===== config.mk =====
export PLATFORM = sky130hd
export DESIGN_NAME = sr_cmd_sequencer
export DESIGN_NICKNAME = d
export VERILOG_FILES = /design/src/rtl/sr_cmd_sequencer.sv
export SDC_FILE = /design/constraint.sdc
export NUM_CORES = 1
export LEC_CHECK = 0
export BUFFER_PORTS_ARGS = -buffer_cell sky130_fd_sc_hd__buf_2
export CAP_MARGIN = 40
export CORE_MARGIN = 5
export CORE_UTILIZATION = 39
export CTS_CLUSTER_DIAMETER = 80
export DETAILED_ROUTE_END_ITERATION = 10
export GPL_ROUTABILITY_DRIVEN = 0
export PLACE_DENSITY = 0.62
export SLEW_MARGIN = 20
export SYNTH_ARGS = -nofsm -noshare
export SYNTH_HDL_FRONTEND = slang
export SYNTH_SLANG_ARGS = --single-unit

===== constraint.sdc =====
create_clock -name clk -period 1.8 [get_ports clk]
set_input_delay 0.18 -clock clk [delete_from_list [all_inputs] [get_ports clk]]
set_output_delay 0.18 -clock clk [all_outputs]
set_load 0.03 [all_outputs]

===== src/rtl/sr_cmd_sequencer.sv =====
// Turns bouncy set/clear requests into clean, registered s/r/en pulses for a gated SR latch.
// Keeps s and r mutually exclusive, and separates consecutive commands with a guard cycle.
module sr_cmd_sequencer #(
  parameter int unsigned DEBOUNCE_CYCLES = 4,
  parameter int unsigned HOLD_CYCLES     = 2
) (
  input  logic clk,
  input  logic rst,
  input  logic set_req,
  input  logic clr_req,
  output logic s,
  output logic r,
  output logic en,
  output logic busy,
  output logic conflict
);

  typedef enum logic [1:0] {IDLE, SET_HOLD, CLR_HOLD, GUARD} state_e;

  localparam logic [7:0] DB_LIMIT   = 8'(DEBOUNCE_CYCLES);
  localparam logic [7:0] HOLD_LIMIT = 8'(HOLD_CYCLES);

  logic [1:0] setSync_q, clrSync_q;
  logic [7:0] setCnt_q, setCnt_d, clrCnt_q, clrCnt_d;
  logic       setDeb_q, setDeb_d, clrDeb_q, clrDeb_d;
  logic       setDebPrev_q, clrDebPrev_q;
  logic       pendSet_q, pendSet_d, pendClr_q, pendClr_d;
  logic       orderClr_q, orderClr_d;
  logic       conflict_q, conflict_d;
  logic [7:0] holdCnt_q, holdCnt_d;
  state_e     state_q, state_d;
  logic       s_q, s_d, r_q, r_d, en_q, en_d;
  logic       setEv, clrEv, serveSet, serveClr;

  // Debounced value only follows after DEBOUNCE_CYCLES consecutive disagreeing samples.
  always_comb begin
    setCnt_d = '0;
    setDeb_d = setDeb_q;
    if (setSync_q[1] != setDeb_q) begin
      if (setCnt_q + 8'd1 == DB_LIMIT) setDeb_d = ~setDeb_q;
      else                             setCnt_d = setCnt_q + 8'd1;
    end
    clrCnt_d = '0;
    clrDeb_d = clrDeb_q;
    if (clrSync_q[1] != clrDeb_q) begin
      if (clrCnt_q + 8'd1 == DB_LIMIT) clrDeb_d = ~clrDeb_q;
      else                             clrCnt_d = clrCnt_q + 8'd1;
    end
  end

  assign setEv = setDeb_q & ~setDebPrev_q;
  assign clrEv = clrDeb_q & ~clrDebPrev_q;

  assign serveSet = (state_q == IDLE) & pendSet_q & (~pendClr_q | ~orderClr_q);
  assign serveClr = (state_q == IDLE) & pendClr_q & (~pendSet_q |  orderClr_q);

  // orderClr_q set means the pending clear is older than the pending set.
  always_comb begin
    pendSet_d  = pendSet_q & ~serveSet;
    pendClr_d  = pendClr_q & ~serveClr;
    orderClr_d = orderClr_q;
    conflict_d = 1'b0;
    if (setEv && clrEv) begin
      conflict_d = 1'b1;
    end else if (setEv) begin
      if (!pendSet_d) begin
        pendSet_d  = 1'b1;
        orderClr_d = pendClr_d;
      end
    end else if (clrEv) begin
      if (!pendClr_d) begin
        pendClr_d  = 1'b1;
        orderClr_d = 1'b0;
      end
    end
  end

  always_comb begin
    state_d   = state_q;
    holdCnt_d = holdCnt_q;
    unique case (state_q)
      IDLE: begin
        if (serveSet) begin
          state_d   = SET_HOLD;
          holdCnt_d = 8'd1;
        end else if (serveClr) begin
          state_d   = CLR_HOLD;
          holdCnt_d = 8'd1;
        end
      end
      SET_HOLD, CLR_HOLD: begin
        if (holdCnt_q == HOLD_LIMIT) begin
          state_d   = GUARD;
          holdCnt_d = '0;
        end else begin
          holdCnt_d = holdCnt_q + 8'd1;
        end
      end
      GUARD:   state_d = IDLE;
      default: state_d = IDLE;
    endcase
  end

  // Outputs are decoded from the next state so the registered drive lines up with the state.
  always_comb begin
    s_d  = (state_d == SET_HOLD);
    r_d  = (state_d == CLR_HOLD);
    en_d = s_d | r_d;
  end

  always_ff @(posedge clk) begin
    if (rst) begin
      setSync_q    <= '0;
      clrSync_q    <= '0;
      setCnt_q     <= '0;
      clrCnt_q     <= '0;
      setDeb_q     <= 1'b0;
      clrDeb_q     <= 1'b0;
      setDebPrev_q <= 1'b0;
      clrDebPrev_q <= 1'b0;
      pendSet_q    <= 1'b0;
      pendClr_q    <= 1'b0;
      orderClr_q   <= 1'b0;
      conflict_q   <= 1'b0;
      holdCnt_q    <= '0;
      state_q      <= IDLE;
      s_q          <= 1'b0;
      r_q          <= 1'b0;
      en_q         <= 1'b0;
    end else begin
      setSync_q    <= {setSync_q[0], set_req};
      clrSync_q    <= {clrSync_q[0], clr_req};
      setCnt_q     <= setCnt_d;
      clrCnt_q     <= clrCnt_d;
      setDeb_q     <= setDeb_d;
      clrDeb_q     <= clrDeb_d;
      setDebPrev_q <= setDeb_q;
      clrDebPrev_q <= clrDeb_q;
      pendSet_q    <= pendSet_d;
      pendClr_q    <= pendClr_d;
      orderClr_q   <= orderClr_d;
      conflict_q   <= conflict_d;
      holdCnt_q    <= holdCnt_d;
      state_q      <= state_d;
      s_q          <= s_d;
      r_q          <= r_d;
      en_q         <= en_d;
    end
  end

  assign s        = s_q;
  assign r        = r_q;
  assign en       = en_q;
  assign conflict = conflict_q;
  assign busy     = (state_q != IDLE) | pendSet_q | pendClr_q;

endmodule

==> results of run 1 <==
==> layout by cell type (no fill, tap or decap), drive strengths merged, types with 3 or more instances in the layout <==
cell type / n
clkinvlp: 3
and2: 3
nor3: 3
xor2: 10
o21ai: 8
nor2: 27
a21oi: 3
nor2b: 12
clkbuf: 5
nand4: 3
buf: 21
dfxtp: 41
and3: 4
inv: 11
nand2b: 7
nand2: 7
xnor2: 8
ha: 10
nand3: 14
==> state kept, by name (all words and copies together), names as in the netlist, 2 cells and up <==
name / cells
clrCnt_q: 8
clrSync_q: 2
holdCnt_q: 8
setCnt_q: 8
setSync_q: 2
state_q: 2
==> layout make-up <==
type,instances,area (um2)
Clock inverter,3,22.5
Tap cell,54,67.6
Clock buffer,5,68.8
Fill cell,452,2460
Sequential cell,41,823
Timing Repair Buffer,21,141
Multi-Input combinational cell,141,1000
Inverter,11,41.3
==> metal layers <==
layer / vias up / wire, um
met2: 11 / 1300
li1: 707 / -
met5: - / 0
met1: 586 / 1440
met3: 6 / 107
met4: 0 / 55
==> per-stage QoR <==
| step | TNS [ns] | util [%] | instances |
|---|---|---|---|
| 2_1_floorplan | -0.0596 | - | 195 |
| 3_3_place_gp | -0.141 | 43.3 | 264 |
| 3_5_place_dp | -0.213 | 43.3 | 264 |
| 4_1_cts | -0.545 | 45.8 | 274 |
| 5_1_grt | -1.86 | 46.8 | 276 |
| 6_report | -0.720 | 46.8 | 276 |
==> path summary, 6_finish.rpt <==
path | end | slack [ns] | from
setup / recovery | en$_SDFF_PP0_ | -0.10 | holdCnt_q[0]$_SDFFE_PP0P_
hold / removal | clrSync_q[0]$_SDFF_PP0_ | 0.09 | clr_req
hold reg to reg | clrSync_q[1]$_SDFF_PP0_ | 0.44 | clrSync_q[0]$_SDFF_PP0_
setup reg to reg | en$_SDFF_PP0_ | -0.10 | holdCnt_q[0]$_SDFFE_PP0P_
==> cells by family (layout without fill, tap and decap cells) <==
logic type,count (synthesis),after routing,synth area share [%]
xor+xnor,18,18,8.63
mux,2,2,1.23
buf+inv,13,40,2.67
compound gates,23,23,9.59
fa+ha+maj,10,10,6.85
simple gates,88,88,26.1
flops,41,41,44.9
==> timing repair <==
action	CTS	global route
endpoints found under the setup margin	4	13
pin swaps	2	14
buffers inserted	2	2
resized for setup	3	9
==> critical path, cell delays in order (launching register included) <==
cell and delay (ns):
dfxtp_2 0.33, inv_2 0.06, ha_4 0.11, or4b_4 0.48, nor4_4 0.16, o21ai_1 0.10
o21a_1 0.22, ha_1 0.27, nor2_1 0.03
==> where the power goes <==
group          internal [mW]  switching (mW)
registers              0.911         0.00332
clock network          0.272           0.324
logic                0.00948          0.0144
==> run summary, run 1 <==
IO Port Bufs = 8
RSZ-0062 raised after global routing = true
#FFs+latches synth = 41
Rel. slew slack = 75.0%
Hold Crit Class = in2reg
layout cells sized above 1 = 22.5%
HPWL after DPL = 2110 um
post-synthesis async set-or-reset flop share = 0%
GR met3 Demand/Resource = 3.78%
Lkg Pwr = 0.834 nW
area delta synth->final = 18.6%
final worst slack = -0.100 ns
most instantiated library cell after synthesis = dfxtp_1
final hold viol count = 0
syn nets = 209
Tot Pwr = 1.53 mW
Max VDD drop = 0.509 mV
die span in x = 78.4 um
R2R depth = 8
max frequency = 526 MHz
design area = 2170 um2
Post-Place Setup Slack = -0.0865 ns
Starting Density = 39.5%
clock net sink count = 41
initial antenna violation count = 0
Max Slew Vio Count = 0
IO Count = 9
register area share after synthesis = 44.9%
drt drc = 0
Final Setup Violations = 12
core area = 4630 um2
GRT Total Usage = 10.8%
minimum clock period = 1.90 ns
vias per inst = 4.75
Vias = 1310
clk_skew = 0.00666 ns
Cell Pwr Density = 708 nW/um2
Ys Warns = 0
die height = 78.4 um
GR Util met2 = 17.3%
die area = 6150 um2
commonest cells in the netlist = 41 x dfxtp_1, 27 x nor2_1, 14 x nand3_1
DR pass1 iterations = 4
main flop type after synthesis = dfxtp_1
CP Class = reg2reg
Rows = 25
Post-synth EDFFs = 0
root buffer cell = clkbuf_8
first-pass GRT wire length = 5400 um
Worst setup EP type = register
synthesized area per cell = 9.37 um2
Yosys cell types = 41
Worst EP required = 1.97 ns
CP Launch Type = register
Tcrit/Tclk final = 106%
synthesized cell area = 1830 um2
Hold Worst Slack = 0.0909 ns
Routed Antenna Nets = 0
arrival time at the worst endpoint = 2.07 ns
crit-path max FO = 3
CTS tree = built
clk slew on worst S/H paths = 0.08 ns
synth top area cells = dfxtp_1 45%, ha_1 6.8%, nor2_1 5.5%, xor2_1 4.8%, nor2b_1 4.1%
top cell type by total area after synthesis = dfxtp_1
outcome = finished, violations left
Max Cap Violations = 0
nets = 235
post-synth top area share = 44.9%
H-tree levels = 2
n_diodes = 0
worst-case clock buffer depth = 2
placed inst area = 2000 um2
DRT Wirelength = 2900 um
Most Used Layer, Global Route = met2
cell count after synthesis = 195
hold buffers post-CTS = 0
largest net degree at the start of global routing = 23
GR Util met1 = 13.2%
Least-Margin Pin Slew = 0.376 ns
cts bufs inserted = 5
failing checks = negative setup slack
clk_lat worst skew = 0.29 ns
Cells on Worst Hold Path = 2
vias in the first global route = 1259
WL per Instance = 10.5 um
initial drt markers = 41
grt ovf = 0
No activity file was read; power rests on OpenSTA's default activity.
==> inputs of run 2 (changes only) <==
GPL_TIMING_DRIVEN = 0   (was unset)
==> run 2 against run 1 <==
Worst setup slack got worse by 0.080 ns. Clock power about the same. Critical endpoint is now s$_SDFF_PP0_. Combinational power increased by 8%. Cell area decreased by 5.3%. Sequential share of layout area increased by 2.2 points. Die area unchanged. Sequential power about the same. The flow still finishes with violations (negative setup slack). Largest cell class unchanged. Non-clock buffer count decreased by 10. Largest power group unchanged.
==> run summary, run 2 (synthesis results as in run 1) <==
n_diodes = 0
Hold Crit Class = in2reg
placed inst area = 1940 um2
nets = 225
cts bufs inserted = 5
largest net degree at the start of global routing = 12
CTS tree = built
CP Launch Type = register
initial drt markers = 44
design area = 2050 um2
die area = 6150 um2
worst-case clock buffer depth = 2
clk slew on worst S/H paths = 0.07 ns
Cell Pwr Density = 749 nW/um2
final worst slack = -0.180 ns
GRT Total Usage = 10.4%
Least-Margin Pin Slew = 0.449 ns
layout cells sized above 1 = 14.2%
root buffer cell = clkbuf_8
Worst R2R Start = holdCnt_q[0]$_SDFFE_PP0P_
vias per inst = 4.80
fin util = 44.4%
clk_skew = 0.00593 ns
TNS Setup = -1.07 ns
grt ovf = 0
DRT Wirelength = 2900 um
crit-path max FO = 5
hold buffers post-CTS = 0
Placed Cells = 257
Rows = 25
most frequent cells in the layout = 38 x dfxtp_1, 27 x nor2_1, 14 x nand3_1
CP Class = reg2reg
vias in the first global route = 1179
Hold Worst Slack = 0.0942 ns
die height = 78.4 um
RSZ-0062 raised after global routing = true
Worst setup EP type = register
DR pass1 iterations = 4
max frequency = 505 MHz
Starting Density = 39.5%
WL per Instance = 10.9 um
outcome = finished, violations left
Routed Antenna Nets = 0
HPWL after DPL = 2040 um
R2R Setup Slk = -0.18 ns
Max VDD drop = 0.444 mV
Tcrit/Tclk final = 110%
initial antenna violation count = 0
Hold Startpoint = rst
area delta synth->final = 12.4%
Max Cap Violations = 0
Rel. slew slack = 70.1%
IO Port Bufs = 8
core area = 4630 um2
final hold viol count = 0
clk_lat worst skew = 0.29 ns
top flop regs = clrCnt_q (8), holdCnt_q (8), setCnt_q (8)
Lkg Pwr = 0.790 nW
H-tree levels = 2
commonest non-fill, non-tap cell in the layout = dfxtp_1
Tot Pwr = 1.54 mW
clock net sink count = 41
Vias = 1272
crit path from = holdCnt_q[0]$_SDFFE_PP0P_
minimum clock period = 1.98 ns
first-pass GRT wire length = 5000 um
Worst EP required = 1.96 ns
Final Setup Violations = 11
Max Slew Vio Count = 0
IO Count = 9
drt drc = 0
arrival time at the worst endpoint = 2.14 ns
die span in x = 78.4 um
Post-Place Setup Slack = -0.173 ns
Layout Cells excl Fill = 265
failing checks = negative setup slack
-- run 2: changes by cell type in the layout (fill, tap and decap cells not counted), moves of 2 or more --
cell,change
buf_4,-11
clkbuf_1,+3
clkinvlp_4,-3
ha_1,+3
ha_2,-2
inv_1,+2
inv_2,-2
-- run 2: worst max-delay path, cell delays in order, from the launching register on --
cell	delay, ns
dfxtp_2	0.35
inv_1	0.06
ha_1	0.13
or4b_4	0.47
nor4_4	0.19
o21ai_1	0.13
o21ai_2	0.18
inv_1	0.06
ha_1	0.16
nor2b_1	0.12
-- run 2: layer usage --
| layer | track usage (%) | wire length [um] |
|---|---|---|
| met1 | 11.7 | 1480 |
| met2 | 17.0 | 1280 |
| met3 | 3.44 | 78 |
| met4 | 6.29 | 64 |
| met5 | 0 | 0 |
-- run 2: layout make-up --
class	instances	area [um2]
Clock buffer	7	86.3
Inverter	11	41.3
Tap cell	54	67.6
Buffer	2	7.51
Sequential cell	41	825
Fill cell	458	2580
Timing Repair Buffer	9	47.5
Multi-Input combinational cell	141	978
-- run 2: what timing repair did --
item | 4_1_cts | 5_1_grt
setup endpoints to repair | 4 | 17
gates resized for setup | 0 | 4
pin swaps | 0 | 2
setup buffers | 1 | 0
-- run 2: power breakdown --
group / leakage [nW] / switching (mW) / total, mW / internal (mW)
Clock: 0.0443 / 0.293 / 0.597 / 0.304
Sequential: 0.333 / 0.00324 / 0.915 / 0.912
Combinational: 0.413 / 0.0153 / 0.0258 / 0.0105
Total: 0.790 / 0.311 / 1.54 / 1.23
-- run 2: final timing paths --
path / to / cells after the start
worst min-delay path: clrDebPrev_q$_SDFF_PP0_ / 2
worst max register to register: s$_SDFF_PP0_ / 9
worst min register to register: clrSync_q[1]$_SDFF_PP0_ / 1
worst max-delay path: s$_SDFF_PP0_ / 9
==> inputs of run 3 (changes only) <==
TNS_END_PERCENT = 50   (was unset)
==> run 3 against run 2 <==
The flow still finishes with violations (negative setup slack). Flip-flop and latch count unchanged. Global-route usage up 0.28 points. Non-clock buffer count up 3. First-iteration DRC count up 34%. Clock power down 5.0%. Sequential share of layout area down 0.80 points. Die area unchanged. Total power down 1.9%. Wire length up 1.5%. Hold slack better by 0.0014 ns. Core utilization up 0.84 points. Largest cell class unchanged.
==> run summary, run 3 (synthesis results as in run 1) <==
outcome = finished, violations left
failing checks = negative setup slack
clock net sink count = 41
slowest stage delay, CP = 0.47 ns
net switching power of the design = 0.311 mW
die area = 6150 um2
final worst slack = -0.139 ns
Final Setup Violations = 11
Rows = 25
fin util = 45.2%
top flop regs = clrCnt_q (8), holdCnt_q (8), setCnt_q (8)
placed inst area = 1940 um2
design area = 2090 um2
filler instances = 467
CTS tree = built
n_diodes = 0
Clock power frac = 37.6%
Worst EP required = 1.97 ns
IO Count = 9
clk_lat worst skew = 0.29 ns
cts bufs inserted = 5
die span in x = 78.4 um
IO Port Bufs = 8
vias per inst = 4.84
Routed Antenna Nets = 0
Max VDD drop = 0.460 mV
Tcrit/Tclk final = 108%
WL per Instance = 10.9 um
clk slew on worst S/H paths = 0.08 ns
Lkg Pwr = 0.795 nW
Least-Margin Pin Slew = 0.526 ns
arrival time at the worst endpoint = 2.11 ns
Worst setup EP type = register
CP Class = reg2reg
Tot Pwr = 1.51 mW
first-pass GRT wire length = 5280 um
critical path's slowest cell = or4b_4
drt drc = 0
initial antenna violation count = 0
layout cells sized above 1 = 17.2%
crit-path max FO = 3
GRT Total Usage = 10.7%
Gate power share = 1.7%
core area = 4630 um2
nets = 228
HPWL after DPL = 2100 um
RSZ-0062 raised after global routing = true
Layout Cells excl Fill = 269
Placed Cells = 257
TNS Setup = -0.677 ns
crit-path cells = inv_2 > ha_4 > or4b_4 > nor4_4 > o21ai_1 > o21a_1 > ha_2 > nor2_1
H-tree levels = 2
Max Cap Violations = 0
crit-path leading delay family = simple AND/OR/NAND/NOR gates
area delta synth->final = 14.5%
switch share = 20.6%
initial drt markers = 59
die height = 78.4 um
largest net degree at the start of global routing = 12
CP Launch Type = register
worst-case clock buffer depth = 2
Reg power frac = 60.7%
Cell Pwr Density = 721 nW/um2
DR pass1 iterations = 4
final hold viol count = 0
DRT Wirelength = 2940 um
root buffer cell = clkbuf_8
grt ovf = 0
Vias = 1303
commonest non-fill, non-tap cell in the layout = dfxtp_1
vias in the first global route = 1231
Starting Density = 39.5%
crit path buf inv count = 1
clk_skew = 0.00934 ns
max frequency = 516 MHz
Cell Int Power = 1.20 mW
most frequent cells in the layout = 39 x dfxtp_1, 27 x nor2_1, 14 x nand3_1
Hold Crit Class = in2reg
minimum clock period = 1.94 ns
Max Slew Vio Count = 0
Rel. slew slack = 64.9%
-- run 3: cell count changes in the layout (fill, tap and decap cells not counted), moves of 2 or more --
cell / before / now
clkbuf_1: 3 / 5
buf_4: 1 / 4
ha_1: 10 / 5
ha_2: 0 / 4
-- run 3: area by class of cell --
cell class | instances | area (um2) | area share, %
Tap cell | 54 | 67.6 | 3.23
Sequential cell | 41 | 823 | 39.4
Clock buffer | 8 | 80.1 | 3.83
Timing Repair Buffer | 12 | 70.1 | 3.35
Multi-Input combinational cell | 141 | 1000 | 47.9
Inverter | 11 | 41.3 | 1.97
Buffer | 2 | 7.51 | 0.359
-- run 3: stage by stage --
stage | hold WS (ns) | worst slack [ns]
floorplan | 0.260 | -0.0380
global route | 0.100 | -0.236
finish | 0.0956 | -0.139
CTS | 0.0911 | -0.146
global placement | 0.392 | -0.187
detailed placement | 0.400 | -0.197
-- run 3: worst paths after layout --
kind / cells after the start / endpoint / start / slack [ns]
hold reg to reg: 1 / clrSync_q[1]$_SDFF_PP0_ / clrSync_q[0]$_SDFF_PP0_ / 0.44
setup reg to reg: 8 / en$_SDFF_PP0_ / holdCnt_q[0]$_SDFFE_PP0P_ / -0.14
hold / removal: 2 / clrDebPrev_q$_SDFF_PP0_ / rst / 0.1
setup / recovery: 8 / en$_SDFF_PP0_ / holdCnt_q[0]$_SDFFE_PP0P_ / -0.14
-- run 3: layer usage --
metal	global-route usage, %	share of wire [%]
met1	13.8	49
met2	16.4	46
met3	3.56	3.4
met4	4.20	1.5
met5	0	0
-- run 3: power groups by stage --
stage / Clock [mW] / Combinational (mW) / Sequential [mW]
5_1_grt: 0.637 / 0.0300 / 0.915
2_1_floorplan: 0 / 0.0171 / 0.936
3_3_place_gp: 0 / 0.0257 / 0.936
3_5_place_dp: 0 / 0.0259 / 0.936
4_1_cts: 0.605 / 0.0260 / 0.915
6_report: 0.567 / 0.0259 / 0.915
-- run 3: timing repair --
action / 4_1_cts / 5_1_grt
gates resized for setup: 5 / 7
buffers inserted: 2 / 2
hold buffers: 0 / 0
pin swaps: 2 / 0
setup endpoints to repair: 5 / 13
